**src/rtl/epoch_load_ctrl_if.sv**
```systemverilog
// Byte/time bundle between the timestamp source, the loader and the clock core.
// Plain wires, no storage; the slave side is the loader.
interface epoch_load_ctrl_if;
    logic [7:0]         byte_in;
    logic               byte_valid;
    logic signed [17:0] tz_offset;
    logic               tick_1hz;
    logic [27:0]        t_out;
    logic               t_load;
    logic               busy;
    logic               err;
    logic [1:0]         err_code;

    modport master (
        output byte_in, byte_valid, tz_offset, tick_1hz,
        input  t_out, t_load, busy, err, err_code
    );

    modport slave (
        input  byte_in, byte_valid, tz_offset, tick_1hz,
        output t_out, t_load, busy, err, err_code
    );
endinterface

```
**src/rtl/epoch_load_ctrl.sv**
```systemverilog
// Serial Unix timestamp -> 2020-epoch local seconds, range-checked, one-cycle load pulse.
// Latency: 4th byte in cycle N gives t_load in cycle N+3; bytes arriving in CHECK/APPLY/LOAD are dropped.
module epoch_load_ctrl #(
    parameter logic [31:0] EPOCH          = 32'd1577836800,
    parameter int unsigned TIMEOUT_CYCLES = 50_000_000
) (
    input logic               clk,
    input logic               rst_n,
    epoch_load_ctrl_if.slave  bus
);
    localparam int unsigned          TO_W    = $clog2(TIMEOUT_CYCLES + 1);
    localparam logic [TO_W-1:0]      TO_LAST = TO_W'(TIMEOUT_CYCLES - 1);

    typedef enum logic [2:0] {
        S_IDLE, S_COLLECT, S_CHECK, S_APPLY, S_LOAD, S_ERROR
    } state_t;

    state_t          state_q, state_d;
    logic [31:0]     shift_q, shift_d;
    logic [31:0]     diff_q, diff_d;
    logic [2:0]      cnt_q, cnt_d;
    logic [3:0]      tick_q, tick_d;
    logic [TO_W-1:0] to_q, to_d;
    logic [27:0]     t_out_q, t_out_d;
    logic [1:0]      code_q, code_d;

    logic [3:0]      tick_inc;
    logic [33:0]     sum;
    logic            sum_bad;

    assign tick_inc = (bus.tick_1hz && (tick_q != 4'hF)) ? tick_q + 4'd1 : tick_q;

    // All operands fit well inside 34 bits, so bit 33 is the sign of the true sum.
    assign sum     = {2'b00, diff_q} + {{16{bus.tz_offset[17]}}, bus.tz_offset} + {30'd0, tick_inc};
    assign sum_bad = sum[33] || (|sum[32:28]);

    always_comb begin
        state_d = state_q;
        shift_d = shift_q;
        diff_d  = diff_q;
        cnt_d   = cnt_q;
        tick_d  = tick_q;
        to_d    = to_q;
        t_out_d = t_out_q;
        code_d  = code_q;
        case (state_q)
            S_IDLE, S_ERROR: begin
                if (bus.byte_valid) begin
                    shift_d = {24'd0, bus.byte_in};
                    cnt_d   = 3'd1;
                    tick_d  = {3'd0, bus.tick_1hz};
                    to_d    = '0;
                    code_d  = 2'b00;
                    state_d = S_COLLECT;
                end
            end
            S_COLLECT: begin
                tick_d = tick_inc;
                if (bus.byte_valid) begin
                    shift_d = {shift_q[23:0], bus.byte_in};
                    cnt_d   = cnt_q + 3'd1;
                    to_d    = '0;
                    if (cnt_q == 3'd3) state_d = S_CHECK;
                end else if (to_q == TO_LAST) begin
                    code_d  = 2'b11;
                    state_d = S_ERROR;
                end else begin
                    to_d = to_q + 1'b1;
                end
            end
            S_CHECK: begin
                tick_d = tick_inc;
                if (shift_q < EPOCH) begin
                    code_d  = 2'b01;
                    state_d = S_ERROR;
                end else begin
                    diff_d  = shift_q - EPOCH;
                    state_d = S_APPLY;
                end
            end
            S_APPLY: begin
                if (sum_bad) begin
                    code_d  = 2'b10;
                    state_d = S_ERROR;
                end else begin
                    t_out_d = sum[27:0];
                    state_d = S_LOAD;
                end
            end
            S_LOAD:  state_d = S_IDLE;
            default: state_d = S_IDLE;
        endcase
    end

    always_ff @(posedge clk) begin
        if (!rst_n) begin
            state_q <= S_IDLE;
            shift_q <= '0;
            diff_q  <= '0;
            cnt_q   <= '0;
            tick_q  <= '0;
            to_q    <= '0;
            t_out_q <= '0;
            code_q  <= 2'b00;
        end else begin
            state_q <= state_d;
            shift_q <= shift_d;
            diff_q  <= diff_d;
            cnt_q   <= cnt_d;
            tick_q  <= tick_d;
            to_q    <= to_d;
            t_out_q <= t_out_d;
            code_q  <= code_d;
        end
    end

    assign bus.t_out    = t_out_q;
    assign bus.t_load   = (state_q == S_LOAD);
    assign bus.busy     = (state_q != S_IDLE) && (state_q != S_ERROR);
    assign bus.err      = (state_q == S_ERROR);
    assign bus.err_code = code_q;
endmodule
```
**src/flat_wrapper.sv**
```systemverilog
// flat-port wrapper written by rule: the top's interface ports become plain ports
module epoch_load_ctrl_flat 
#(
    parameter logic [31:0] EPOCH          = 32'd1577836800,
    parameter int unsigned TIMEOUT_CYCLES = 50_000_000
)
  (clk, rst_n, bus_byte_in, bus_byte_valid, bus_tz_offset, bus_tick_1hz, bus_t_out, bus_t_load, bus_busy, bus_err, bus_err_code);
  epoch_load_ctrl_if bus_i ();
  input logic clk;
  input logic rst_n;
  input wire logic [$bits(bus_i.byte_in)-1:0] bus_byte_in;
  input wire logic [$bits(bus_i.byte_valid)-1:0] bus_byte_valid;
  input wire logic [$bits(bus_i.tz_offset)-1:0] bus_tz_offset;
  input wire logic [$bits(bus_i.tick_1hz)-1:0] bus_tick_1hz;
  output wire logic [$bits(bus_i.t_out)-1:0] bus_t_out;
  output wire logic [$bits(bus_i.t_load)-1:0] bus_t_load;
  output wire logic [$bits(bus_i.busy)-1:0] bus_busy;
  output wire logic [$bits(bus_i.err)-1:0] bus_err;
  output wire logic [$bits(bus_i.err_code)-1:0] bus_err_code;
  assign bus_i.byte_in = bus_byte_in;
  assign bus_i.byte_valid = bus_byte_valid;
  assign bus_i.tz_offset = bus_tz_offset;
  assign bus_i.tick_1hz = bus_tick_1hz;
  assign bus_t_out = bus_i.t_out;
  assign bus_t_load = bus_i.t_load;
  assign bus_busy = bus_i.busy;
  assign bus_err = bus_i.err;
  assign bus_err_code = bus_i.err_code;
  epoch_load_ctrl #(.EPOCH(EPOCH), .TIMEOUT_CYCLES(TIMEOUT_CYCLES)) u_core (.clk(clk), .rst_n(rst_n), .bus(bus_i));
endmodule
```
**config.mk**
```make
export PLATFORM = sky130hd
export DESIGN_NAME = epoch_load_ctrl_flat
export DESIGN_NICKNAME = d
export VERILOG_FILES = /design/src/rtl/epoch_load_ctrl_if.sv /design/src/rtl/epoch_load_ctrl.sv /design/src/flat_wrapper.sv
export SDC_FILE = /design/constraint.sdc
export NUM_CORES = 1
export LEC_CHECK = 0
export BUFFER_PORTS_ARGS = -buffer_cell sky130_fd_sc_hd__buf_2
export CAP_MARGIN = 20
export CORE_ASPECT_RATIO = 1.4
export CORE_MARGIN = 8
export CORE_UTILIZATION = 54
export CTS_CLUSTER_SIZE = 14
export DETAILED_ROUTE_END_ITERATION = 16
export HOLD_SLACK_MARGIN = 0.15
export MAX_ROUTING_LAYER = met4
export PLACE_DENSITY_LB_ADDON = 0.2
export SYNTH_ARGS = -nofsm -noshare
export SYNTH_HDL_FRONTEND = slang
export SYNTH_SLANG_ARGS = --single-unit
export TNS_END_PERCENT = 50
```
**constraint.sdc**
```tcl
create_clock -name clk -period 12.9 [get_ports clk]
set_clock_uncertainty 0.15 [all_clocks]
set_input_delay 1.935 -clock clk [delete_from_list [all_inputs] [get_ports clk]]
set_output_delay 1.935 -clock clk [all_outputs]
set_load 0.02 [all_outputs]
```
==> metrics.log, run 1 <==
[metrics] capturing element type of the critical path: flop
[metrics] initial antenna violation count: 0
[metrics] worst slew pin tran: between 1 and 1.5 ns
[metrics] number of nets at the end of the flow: 1125
[metrics] horizontal die dimension: approximately 120 um
[metrics] post-detailed-route DRC marker count: 0
[metrics] Synthesized Nets: 1095
[metrics] sequential cell fraction of total power: 40.6%
[metrics] Avg Cell Area, Syn: around 8 um^2
[metrics] Worst Path Buf+Inv: 3
[metrics] total congestion overflow after global routing: 0
[metrics] count of final setup violators: 0
[metrics] final antenna diode count: 0
[metrics] maxcap violations: 0
[metrics] Switch Pwr: 0.252 mW
[metrics] fraction of power consumed by the clock network: between 50% and 60%
[metrics] start-to-end type of the worst setup path: in -> reg
[metrics] number of enable-type register cells in the synthesized netlist: 0
[metrics] class of the tightest hold or removal check: reg -> reg
[metrics] number of library cell types mapped by synthesis: between 60 and 70
[metrics] total via count after detailed routing: 7226
[metrics] IO Pins: 63
[metrics] Root Driver: clkbuf_16
[metrics] internal power: 0.762 mW
[metrics] Critical Path AT: 6.26 ns
[metrics] count of standard-cell rows: 52
[metrics] drt wl/cell: 16.6 um
[metrics] status: completed
[metrics] list of cells traversed by the critical path: buf_2 -> nand2_1 -> mux2i_1 -> fa_1 -> inv_1 -> ha_1 -> inv_1 -> fa_1 -> nand2b_1 -> a21o_1 -> a31o_2 -> a21oi_1 -> o21ai_0 -> a211oi_4 -> o2111a_1 -> a21oi_1 -> o221a_2
[metrics] top flip-flop cell by instance count after synthesis: dfxtp_1
[metrics] Async SR Flop Fraction: 0%
[metrics] most frequent standard cell in the layout excluding fill and tap cells: dfxtp_1
[metrics] shortest clock period the worst path allows after layout: 6.10 ns
[metrics] highest net fanout along the worst path: 30
[metrics] post-route antenna net violation count: 0
[metrics] layout filler cell count: 1344
[metrics] tightest slew margin relative to the limit: 27.0%
[metrics] Ys Warns: 0
[metrics] count of hold-fix buffers inserted at cts: 0
[metrics] CTS-repair resized insts: 0
[metrics] iteration-0 DRC count of the detailed router: about 430
[metrics] Max VDD drop: 0.0792 mV
[metrics] insertion delay of the later-clocked pin in the worst-skew pair: 0.42 ns
[metrics] total setup buffers inserted after CTS: 0
[metrics] number of clock sinks: 130
[metrics] largest net degree at the start of global routing: 91
[metrics] routability-driven placement congestion ratio: 0.939
[metrics] clock tree from TritonCTS: done
[metrics] Longest Clk Path Bufs: 2
[metrics] Clock Pin Slew Worst Setup and Hold Paths: roughly 0.06 ns
[metrics] global-route wire length before repair: 33.6 mm
[metrics] top library cells by usage in the layout, fill and taps aside: dfxtp_1 (130), nor2_1 (105), nand2_1 (104), a21oi_1 (104), ha_1 (65)
[metrics] nature of the critical path startpoint: input pin
[metrics] Critical-path top delay cell: o2111a_1
[metrics] number of detailed-route iterations in the first pass: 5
[metrics] sequential-to-total area share from yosys stat: roughly a third
[metrics] Max H-tree Level: 4
[metrics] Power Density: roughly 110 nW/um^2
[metrics] data required time of the critical path: 13.05 ns
[metrics] P&R area growth vs syn: 12.7%
[metrics] Starting Density: between 50 and 60%
[metrics] logic gate share of total power: 8.5%
[metrics] Via-to-Cell Ratio: 5.89
[metrics] count of endpoints failing hold in the final timing report: 0
[metrics] fmax: around 0.16 GHz
[metrics] Worst path max stage delay: 0.95 ns
[metrics] Leak: 3.60 nW
[metrics] kind of cell adding the most delay to the critical path: compound AO/OA/AOI/OAI gates
[metrics] final WL: 20.4 mm
[metrics] PnR Total Power: roughly 1.0 mW
[metrics] Port-buffer cells: 62
[metrics] vertical die dimension: ~160 um
[metrics] total negative slack: 0 ns
[metrics] CTS Buf Count: 17
[metrics] flip-flop and latch count after synthesis: 130
[metrics] share of layout cells above drive strength 1: 10.9%
[metrics] unrepaired setup endpoints after global routing: false
[metrics] via count of the first global-routing pass: 6947
[metrics] max-slew violations: 0
[metrics] die area: 18900 um^2
[metrics] HPWL after detailed placement: 15.2 mm
[metrics] global router's overall resource usage: 22.0%
[metrics] core outline area: 14400 um^2
[metrics] area of the mapped netlist: 7930 um^2
[metrics] sw frac: 24.9%
[metrics] cell count after synthesis: 995
[metrics] post-route clock period utilization: 47.3%
routing by layer:
metal | GRT usage, % | wire, um | vias to the layer above
met5 | - | 0 | -
met4 | 11.0 | 778 | 0
met3 | 3.83 | 725 | 44
met2 | 37.7 | 10200 | 180
met1 | 24.1 | 8650 | 3369
li1 | - | - | 3633
sequential cells by signal (all words and copies together), names as in the netlist:
register and cells:
u_core.diff_q 32, u_core.shift_q 32, u_core.bus.t_out 28, u_core.to_q 26, u_core.tick_q 4, u_core.cnt_q 3, u_core.state_q 3, u_core.bus.err_code 2
power by group through the flow:
| stage | registers [mW] | clock network, mW | logic [mW] |
|---|---|---|---|
| final | 0.412 | 0.516 | 0.0860 |
| after global routing | 0.413 | 0.542 | 0.0959 |
| after CTS | 0.412 | 0.522 | 0.0860 |
| after detailed placement | 0.421 | 0 | 0.0848 |
| after global placement | 0.421 | 0 | 0.0852 |
| after floorplan | 0.419 | 0 | 0.0622 |
area by class of cell:
class | instances | area, um^2 | share of cell area, %
Sequential cell | 130 | 2600 | 29.1
Clock inverter | 14 | 203 | 2.27
Clock buffer | 18 | 429 | 4.80
Multi-Input combinational cell | 782 | 5000 | 56.0
Timing Repair Buffer | 69 | 370 | 4.14
Tap cell | 189 | 236 | 2.65
Inverter | 25 | 93.8 | 1.05
worst paths after layout:
path               startpoint                     end  slack [ns]  cells after the start
max              bus_tick_1hz  u_core.bus.err_code[1]        6.80                     17
min          u_core.diff_q[2]        u_core.diff_q[2]        0.30                      2
max reg2reg  u_core.tick_q[0]  u_core.bus.err_code[1]        7.71                     18
min reg2reg  u_core.diff_q[2]        u_core.diff_q[2]        0.30                      2
kinds of logic (layout without fill, tap and decap cells):
family / count (synthesis) / in the layout / share of synthesized area (%)
compound gates: 282 / 282 / 22.3
xor+xnor: 61 / 61 / 6.74
buf+inv: 83 / 126 / 4.23
simple gates: 362 / 362 / 21.6
flops: 130 / 130 / 32.8
fa+ha+maj: 70 / 70 / 11.5
mux: 7 / 7 / 0.884
stage by stage:
step	std cells	area [um^2]	hold slack, ns	setup slack (ns)	utilization [%]
after global placement	1194	8290	0.294	6.45	57.4
after detailed placement	1194	8290	0.298	6.32	57.4
final	1227	8940	0.304	6.80	61.9
after floorplan	995	7930	0.286	7.28	-
after global routing	1227	8940	0.324	6.51	61.9
after CTS	1226	8920	0.306	6.74	61.8
cells in the mapped netlist, types with 21 or more instances:
cell	n	area share, %
nor2_1	105	5.0
nand2_1	104	4.9
a21oi_1	104	6.6
clkbuf_1	49	2.3
o21ai_1	21	1.3
nand3_1	45	2.8
inv_1	25	1.2
ha_1	65	10
dfxtp_1	130	33
a22oi_1	26	2.5
xor2_1	30	3.3
o21ai_0	42	2.7
xnor2_1	31	3.4
worst min-delay path: cells and delay by family (launching register included):
family | cells | cell delay, ns
DFF | 1 | 0.31
AOI/OAI and AO/OA | 1 | 0.05
and+or+nand+nor | 1 | 0.05
Note: power is estimated with default switching activity, not from simulation.
==> inputs of run 2 (changes only) <==
--- a/config.mk
+++ b/config.mk
@@ -5,6 +5,7 @@
 export SDC_FILE = /design/constraint.sdc
 export NUM_CORES = 1
 export LEC_CHECK = 0
+export ABC_AREA = 1
 export BUFFER_PORTS_ARGS = -buffer_cell sky130_fd_sc_hd__buf_2
 export CAP_MARGIN = 20
 export CORE_ASPECT_RATIO = 1.4
==> constraint.sdc (replaced) <==
create_clock -name clk -period 5.25 [get_ports clk]
set_clock_uncertainty 0.15 [all_clocks]
set_input_delay 0.7875 -clock clk [delete_from_list [all_inputs] [get_ports clk]]
set_output_delay 0.7875 -clock clk [all_outputs]
set_load 0.02 [all_outputs]
==> metrics.log, run 2 <==
[metrics] nature of the critical path startpoint: flop
[metrics] Async SR Flop Fraction: 0%
[metrics] start-to-end type of the worst setup path: reg -> reg
[metrics] CTS-repair resized insts: 0
[metrics] core outline area: around 15000 um^2
[metrics] endpoint of the worst register-to-register path: u_core.bus.t_out[3]
[metrics] global router's overall resource usage: 22.5%
[metrics] most prevalent standard cell on the critical path: nand2_1
[metrics] share of layout cells above drive strength 1: 13.0%
[metrics] largest area contributor in the synthesized netlist: dfxtp_1
[metrics] top flip-flop cell by instance count after synthesis: dfxtp_1
[metrics] flip-flop and latch count after synthesis: 130
[metrics] cell count after synthesis: 1233
[metrics] post-detailed-route DRC marker count: 0
[metrics] via count of the first global-routing pass: between 7000 and 8000
[metrics] top-count cell post-synth: nand2_1
[metrics] total congestion overflow after global routing: 0
[metrics] Power Density: 294 nW/um^2
[metrics] worst slack, placed: about 0.7 ns
[metrics] count of standard-cell rows: 54
[metrics] IO Pins: 63
[metrics] kind of cell adding the most delay to the critical path: simple AND/OR/NAND/NOR gates
[metrics] horizontal die dimension: 121 um
[metrics] Worst setup startpoint: u_core.tick_q[0]
[metrics] final WL: 21.0 mm
[metrics] total via count after detailed routing: 7844
[metrics] Max H-tree Level: 4
[metrics] Critical-path top delay cell: nor2_4
[metrics] Final WS setup: ~0.74 ns
[metrics] Via-to-Cell Ratio: 5.24
[metrics] post-route clock period utilization: 85.9%
[metrics] clock tree from TritonCTS: done
[metrics] most frequent standard cell in the layout excluding fill and tap cells: nand2_1
[metrics] setup slack on the worst flop-to-flop path: between 0.7 and 0.8 ns
[metrics] drt wl/cell: 14.1 um
[metrics] post-route antenna net violation count: 0
[metrics] shortest clock period the worst path allows after layout: ~4.5 ns
[metrics] highest net fanout along the worst path: 30
[metrics] number of library cell types mapped by synthesis: 48
[metrics] largest net degree at the start of global routing: 65
[metrics] number of cells in the design after placement: 1465
[metrics] Root Driver: clkbuf_16
[metrics] post-route core utilization: 60.9%
[metrics] Worst path max stage delay: 0.49 ns
[metrics] routability-driven placement congestion ratio: 0.975
[metrics] P&R area growth vs syn: 11.9%
[metrics] CTS Buf Count: 17
[metrics] register area: 2600 um^2
[metrics] top library cells by usage in the layout, fill and taps aside: nand2_1 (292), inv_1 (155), nor2_1 (142)
[metrics] capturing element type of the critical path: flop
[metrics] final antenna diode count: 0
[metrics] total setup buffers inserted after CTS: 0
[metrics] count of endpoints failing hold in the final timing report: 0
[metrics] Leak: 4.45 nW
[metrics] HPWL after detailed placement: approximately 16 mm
[metrics] Ys Warns: 0
[metrics] critical path capture point: u_core.bus.t_out[3]
[metrics] unrepaired setup endpoints after global routing: false
[metrics] data required time of the critical path: 5.46 ns
[metrics] iteration-0 DRC count of the detailed router: 390
[metrics] number of clock sinks: 130
[metrics] initial antenna violation count: 0
[metrics] Worst Path Buf+Inv: 3
[metrics] Starting Density: 54.4%
[metrics] insertion delay of the later-clocked pin in the worst-skew pair: around 0.42 ns
[metrics] number of nets at the end of the flow: 1388
[metrics] status: completed
[metrics] count of final setup violators: 0
[metrics] worst slew pin tran: roughly 0.67 ns
[metrics] dominant cells by area after synthesis: dfxtp_1 (31%), nand2_1 (13%), ha_1 (9.7%)
[metrics] layout filler cell count: 1495
[metrics] multi-input logic area: 5000 um^2
[metrics] maxcap violations: 0
[metrics] Port-buffer cells: 62
[metrics] area of the mapped netlist: roughly 8400 um^2
[metrics] die area: around 20000 um^2
[metrics] count of cell instances traversed by the critical path: 24
[metrics] number of detailed-route iterations in the first pass: 6
[metrics] sequential-to-total area share from yosys stat: ~31%
[metrics] vertical die dimension: 163 um
[metrics] global-route wire length before repair: 35.0 mm
[metrics] top cells by count, synth: nand2_1 (292), inv_1 (155), nor2_1 (142), dfxtp_1 (130), a21oi_1 (92)
[metrics] count of hold-fix buffers inserted at cts: 0
[metrics] Max VDD drop: ~0.22 mV
[metrics] max-slew violations: 0
[metrics] list of cells traversed by the critical path: ha_1 -> nand2_1 -> o21ai_0 -> mux2i_1 -> fa_1 -> inv_1 -> ha_1 -> inv_1 -> fa_1 -> inv_1 -> nand3_1 -> nand3_2 -> nand2_1 -> nand3_1 -> nand2_1 -> nand2_2 -> nand2_1 -> nand2_1 -> nand2_1 -> nand2_1 -> nand4_2 -> nor2_4 -> nand2_1 -> a21oi_2
[metrics] Synthesized Nets: 1333
[metrics] class of the tightest hold or removal check: reg -> reg
[metrics] final cell count without fillers: between 1000 and 1500
[metrics] tightest slew margin relative to the limit: between 50% and 60%
[metrics] Clock Pin Slew Worst Setup and Hold Paths: 0.06 ns
[metrics] Worst R2R Path Depth: 24
[metrics] Synth top area share: between 30% and 40%
[metrics] launching point of the worst reg2reg path: u_core.tick_q[0]
[metrics] Avg Cell Area, Syn: about 7 um^2
[metrics] Longest Clk Path Bufs: 2
[metrics] number of enable-type register cells in the synthesized netlist: 0
[metrics] fmax: 0.222 GHz
[metrics] Critical Path AT: 4.72 ns
[metrics] total negative slack: 0 ns
[run 2: changes by cell type in the layout (fill, tap and decap cells not counted), moves of 18 or more]
cell,delta
inv_1,+131
a22oi_1,-26
nand2_1,+188
nand2b_1,-18
nand2_2,+21
nor2_1,+37
o21ai_0,+43
nor2_2,+20
[run 2: power by group]
part	leakage [nW]	internal, mW	switching [mW]
registers	1.05	1.04	0.0428
logic	3.14	0.161	0.366
clock network	0.263	0.670	0.478
total	4.45	1.87	0.886
[run 2: logic make-up after synthesis]
logic type | count (synthesis) | share of synthesized area [%]
flip-flops | 130 | 31.0
AO/OA/AOI/OAI | 222 | 14.4
adder cells (fa/ha/maj) | 70 | 10.9
multiplexers | 1 | 0.119
buffers and inverters | 196 | 9.34
XOR/XNOR | 43 | 4.49
AND/OR/NAND/NOR | 571 | 29.7
[run 2: tightest hold or removal path, stage by stage, from the launching register on]
cell	delay, ns
dfxtp_1	0.31
inv_1	0.05
a21oi_1	0.05
[run 2: worst min path at each step]
stage | endpoint | slack [ns] | cells after the start | startpoint
2_1_floorplan | u_core.to_q[4] | 0.27 | 2 | u_core.to_q[4]
3_3_place_gp | u_core.to_q[4] | 0.28 | 2 | u_core.to_q[4]
3_5_place_dp | u_core.to_q[4] | 0.29 | 2 | u_core.to_q[4]
4_1_cts | u_core.to_q[4] | 0.30 | 2 | u_core.to_q[4]
5_1_grt | u_core.cnt_q[1] | 0.33 | 2 | u_core.cnt_q[1]
6_report | u_core.to_q[4] | 0.30 | 2 | u_core.to_q[4]
[run 2: cell type report]
class,instances,share of cell area [%]
Multi-Input combinational cell,907,53.3
Sequential cell,130,27.7
Inverter,165,6.60
Clock buffer,19,4.72
Timing Repair Buffer,67,3.71
Tap cell,196,2.61
Clock inverter,13,1.33
[run 2: through the flow]
stage | cell area (um^2) | total power [mW] | hold slack, ns
after global placement | 8810 | 1.62 | 0.283
after CTS | 9380 | 2.78 | 0.302
after detailed placement | 8810 | 1.63 | 0.294
after floorplan | 8380 | 1.49 | 0.273
final | 9380 | 2.75 | 0.298
after global routing | 9380 | 2.89 | 0.333
[run 2: metal layers]
layer | part of all wire (%) | GRT usage [%]
met1 | 41 | 22.7
met2 | 52 | 41.0
met3 | 3.4 | 3.74
met4 | 3.9 | 10.6
met5 | 0 | -
==> inputs of run 3 (changes only) <==
--- a/config.mk
+++ b/config.mk
@@ -8,7 +8,7 @@
 export ABC_AREA = 1
 export BUFFER_PORTS_ARGS = -buffer_cell sky130_fd_sc_hd__buf_2
 export CAP_MARGIN = 20
-export CORE_ASPECT_RATIO = 1.4
+export CORE_ASPECT_RATIO = 0.8
 export CORE_MARGIN = 8
 export CORE_UTILIZATION = 54
 export CTS_CLUSTER_SIZE = 14
==> metrics.log, run 3 (synthesis results as in run 2) <==
[metrics] post-detailed-route DRC marker count: 0
[metrics] Port-buffer cells: 62
[metrics] horizontal die dimension: 155 um
[metrics] layout filler cell count: 1441
[metrics] worst slack, placed: 0.675 ns
[metrics] vertical die dimension: 127 um
[metrics] Root Driver: clkbuf_16
[metrics] Clock Pin Slew Worst Setup and Hold Paths: 0.06 ns
[metrics] global-route wire length before repair: 35.4 mm
[metrics] share of layout cells above drive strength 1: 13.0%
[metrics] data required time of the critical path: 5.45 ns
[metrics] capturing element type of the critical path: flop
[metrics] insertion delay of the later-clocked pin in the worst-skew pair: approximately 0.42 ns
[metrics] P&R area growth vs syn: 12.4%
[metrics] logic gate share of total power: around a fifth
[metrics] sequential cell fraction of total power: 38.3%
[metrics] highest net fanout along the worst path: 30
[metrics] max-slew violations: 0
[metrics] drt wl/cell: 14.1 um
[metrics] shortest clock period the worst path allows after layout: between 4 and 5 ns
[metrics] via count of the first global-routing pass: 7124
[metrics] post-route core utilization: between 60 and 70%
[metrics] Critical Path AT: 4.75 ns
[metrics] total setup buffers inserted after CTS: 0
[metrics] routability-driven placement congestion ratio: 0.894
[metrics] count of hold-fix buffers inserted at cts: 0
[metrics] Starting Density: 55.5%
[metrics] total congestion overflow after global routing: 0
[metrics] number of nets at the end of the flow: roughly 1400
[metrics] top library cells by usage in the layout, fill and taps aside: nand2_1 (292), inv_1 (155), nor2_1 (142)
[metrics] status: completed
[metrics] internal power: around 1.9 mW
[metrics] Max H-tree Level: 4
[metrics] worst slew pin tran: 0.724 ns
[metrics] post-route antenna net violation count: 0
[metrics] PnR Total Power: 2.82 mW
[metrics] sw frac: around a third
[metrics] number of detailed-route iterations in the first pass: 7
[metrics] CTS-repair resized insts: 0
[metrics] clock tree from TritonCTS: done
[metrics] fraction of power consumed by the clock network: 42.7%
[metrics] Leak: 4.48 nW
[metrics] total via count after detailed routing: 7862
[metrics] Final WS setup: between 0.6 and 0.7 ns
[metrics] unrepaired setup endpoints after global routing: false
[metrics] Power Density: 300 nW/um^2
[metrics] IO Pins: 63
[metrics] start-to-end type of the worst setup path: reg -> reg
[metrics] HPWL after detailed placement: 16.3 mm
[metrics] tightest slew margin relative to the limit: 51.3%
[metrics] most frequent standard cell in the layout excluding fill and tap cells: nand2_1
[metrics] Longest Clk Path Bufs: 2
[metrics] die area: 19800 um^2
[metrics] global router's overall resource usage: roughly 23%
[metrics] number of clock sinks: 130
[metrics] final antenna diode count: 0
[metrics] Switch Pwr: 0.907 mW
[metrics] iteration-0 DRC count of the detailed router: 712
[metrics] core outline area: ~15000 um^2
[metrics] area of placed instances: 8830 um^2
[metrics] count of endpoints failing hold in the final timing report: 0
[metrics] CTS Buf Count: 17
[metrics] maxcap violations: 0
[metrics] class of the tightest hold or removal check: reg -> reg
[metrics] Via-to-Cell Ratio: 5.20
[metrics] count of standard-cell rows: 40
[metrics] initial antenna violation count: 0
[metrics] nature of the critical path startpoint: flop
[metrics] largest net degree at the start of global routing: between 60 and 70
[metrics] total negative slack: 0 ns
[metrics] Max VDD drop: 0.291 mV
[metrics] post-route clock period utilization: 86.7%
[metrics] count of final setup violators: 0
[metrics] fmax: 0.220 GHz
[metrics] final WL: 21.4 mm
[metrics] final standard cell area without fillers: 9420 um^2
==> run 3: changes by cell type in the layout (fill, tap and decap cells not counted) <==
cell / before / now
inv_8: 0 / 1
clkinv_4: 1 / 4
bufinv_16: 1 / 2
inv_6: 5 / 3
clkinvlp_4: 5 / 1
clkinv_2: 1 / 2
==> run 3: through the flow <==
step	hold WS (ns)	std cells
after global placement	0.287	1479
after detailed placement	0.289	1479
after CTS	0.300	1511
after global routing	0.304	1511
after floorplan	0.273	1233
final	0.302	1511
==> run 3: cell type report <==
cell class	count	area, um^2	area share (%)
Inverter	165	619	6.57
Clock inverter	13	150	1.59
Sequential cell	130	2600	27.6
Multi-Input combinational cell	907	5000	53.0
Timing Repair Buffer	67	348	3.69
Tap cell	210	263	2.79
Clock buffer	19	443	4.70
==> run 3: path summary, 6_finish.rpt <==
kind                            slack (ns)                    to        startpoint  depth (start not counted)
worst max register to register        0.70  u_core.bus.t_out[17]  u_core.tick_q[0]                         24
worst max-delay path                  0.70  u_core.bus.t_out[17]  u_core.tick_q[0]                         24
worst min-delay path                  0.30        u_core.to_q[4]    u_core.to_q[4]                          2
worst min register to register        0.30        u_core.to_q[4]    u_core.to_q[4]                          2
==> run 3: power by group through the flow <==
stage | registers, mW | clock network (mW) | logic [mW]
after global placement | 1.10 | 0 | 0.521
after CTS | 1.08 | 1.21 | 0.535
after detailed placement | 1.10 | 0 | 0.530
final | 1.08 | 1.21 | 0.538
after floorplan | 1.10 | 0 | 0.393
after global routing | 1.09 | 1.26 | 0.611
==> run 3: worst max-delay path, stage by stage (launching register included) <==
cell     delay [ns]
dfxtp_1        0.38
ha_1           0.21
nand2_1        0.06
o21ai_0        0.37
mux2i_1        0.31
fa_1           0.44
inv_1          0.06
ha_1           0.16
inv_1          0.06
fa_1           0.39
inv_1          0.07
nand3_1        0.07
nand3_2        0.12
nand2_1        0.07
nand3_1        0.11
nand2_1        0.08
nand2_2        0.10
nand2_1        0.07
nand2_1        0.08
nand2_1        0.05
nand2_1        0.11
nand4_2        0.16
nor2_4         0.49
o21ai_0        0.18
nor2_1         0.12
==> run 3: routing by layer <==
metal,vias up,routed length [um],global-route usage [%],part of all wire [%]
li1,4089,-,-,-
met1,3527,10700,31.6,50
met2,230,8990,32.3,42
met3,16,1470,5.29,6.9
met4,0,215,4.44,1.0
met5,-,0,-,0
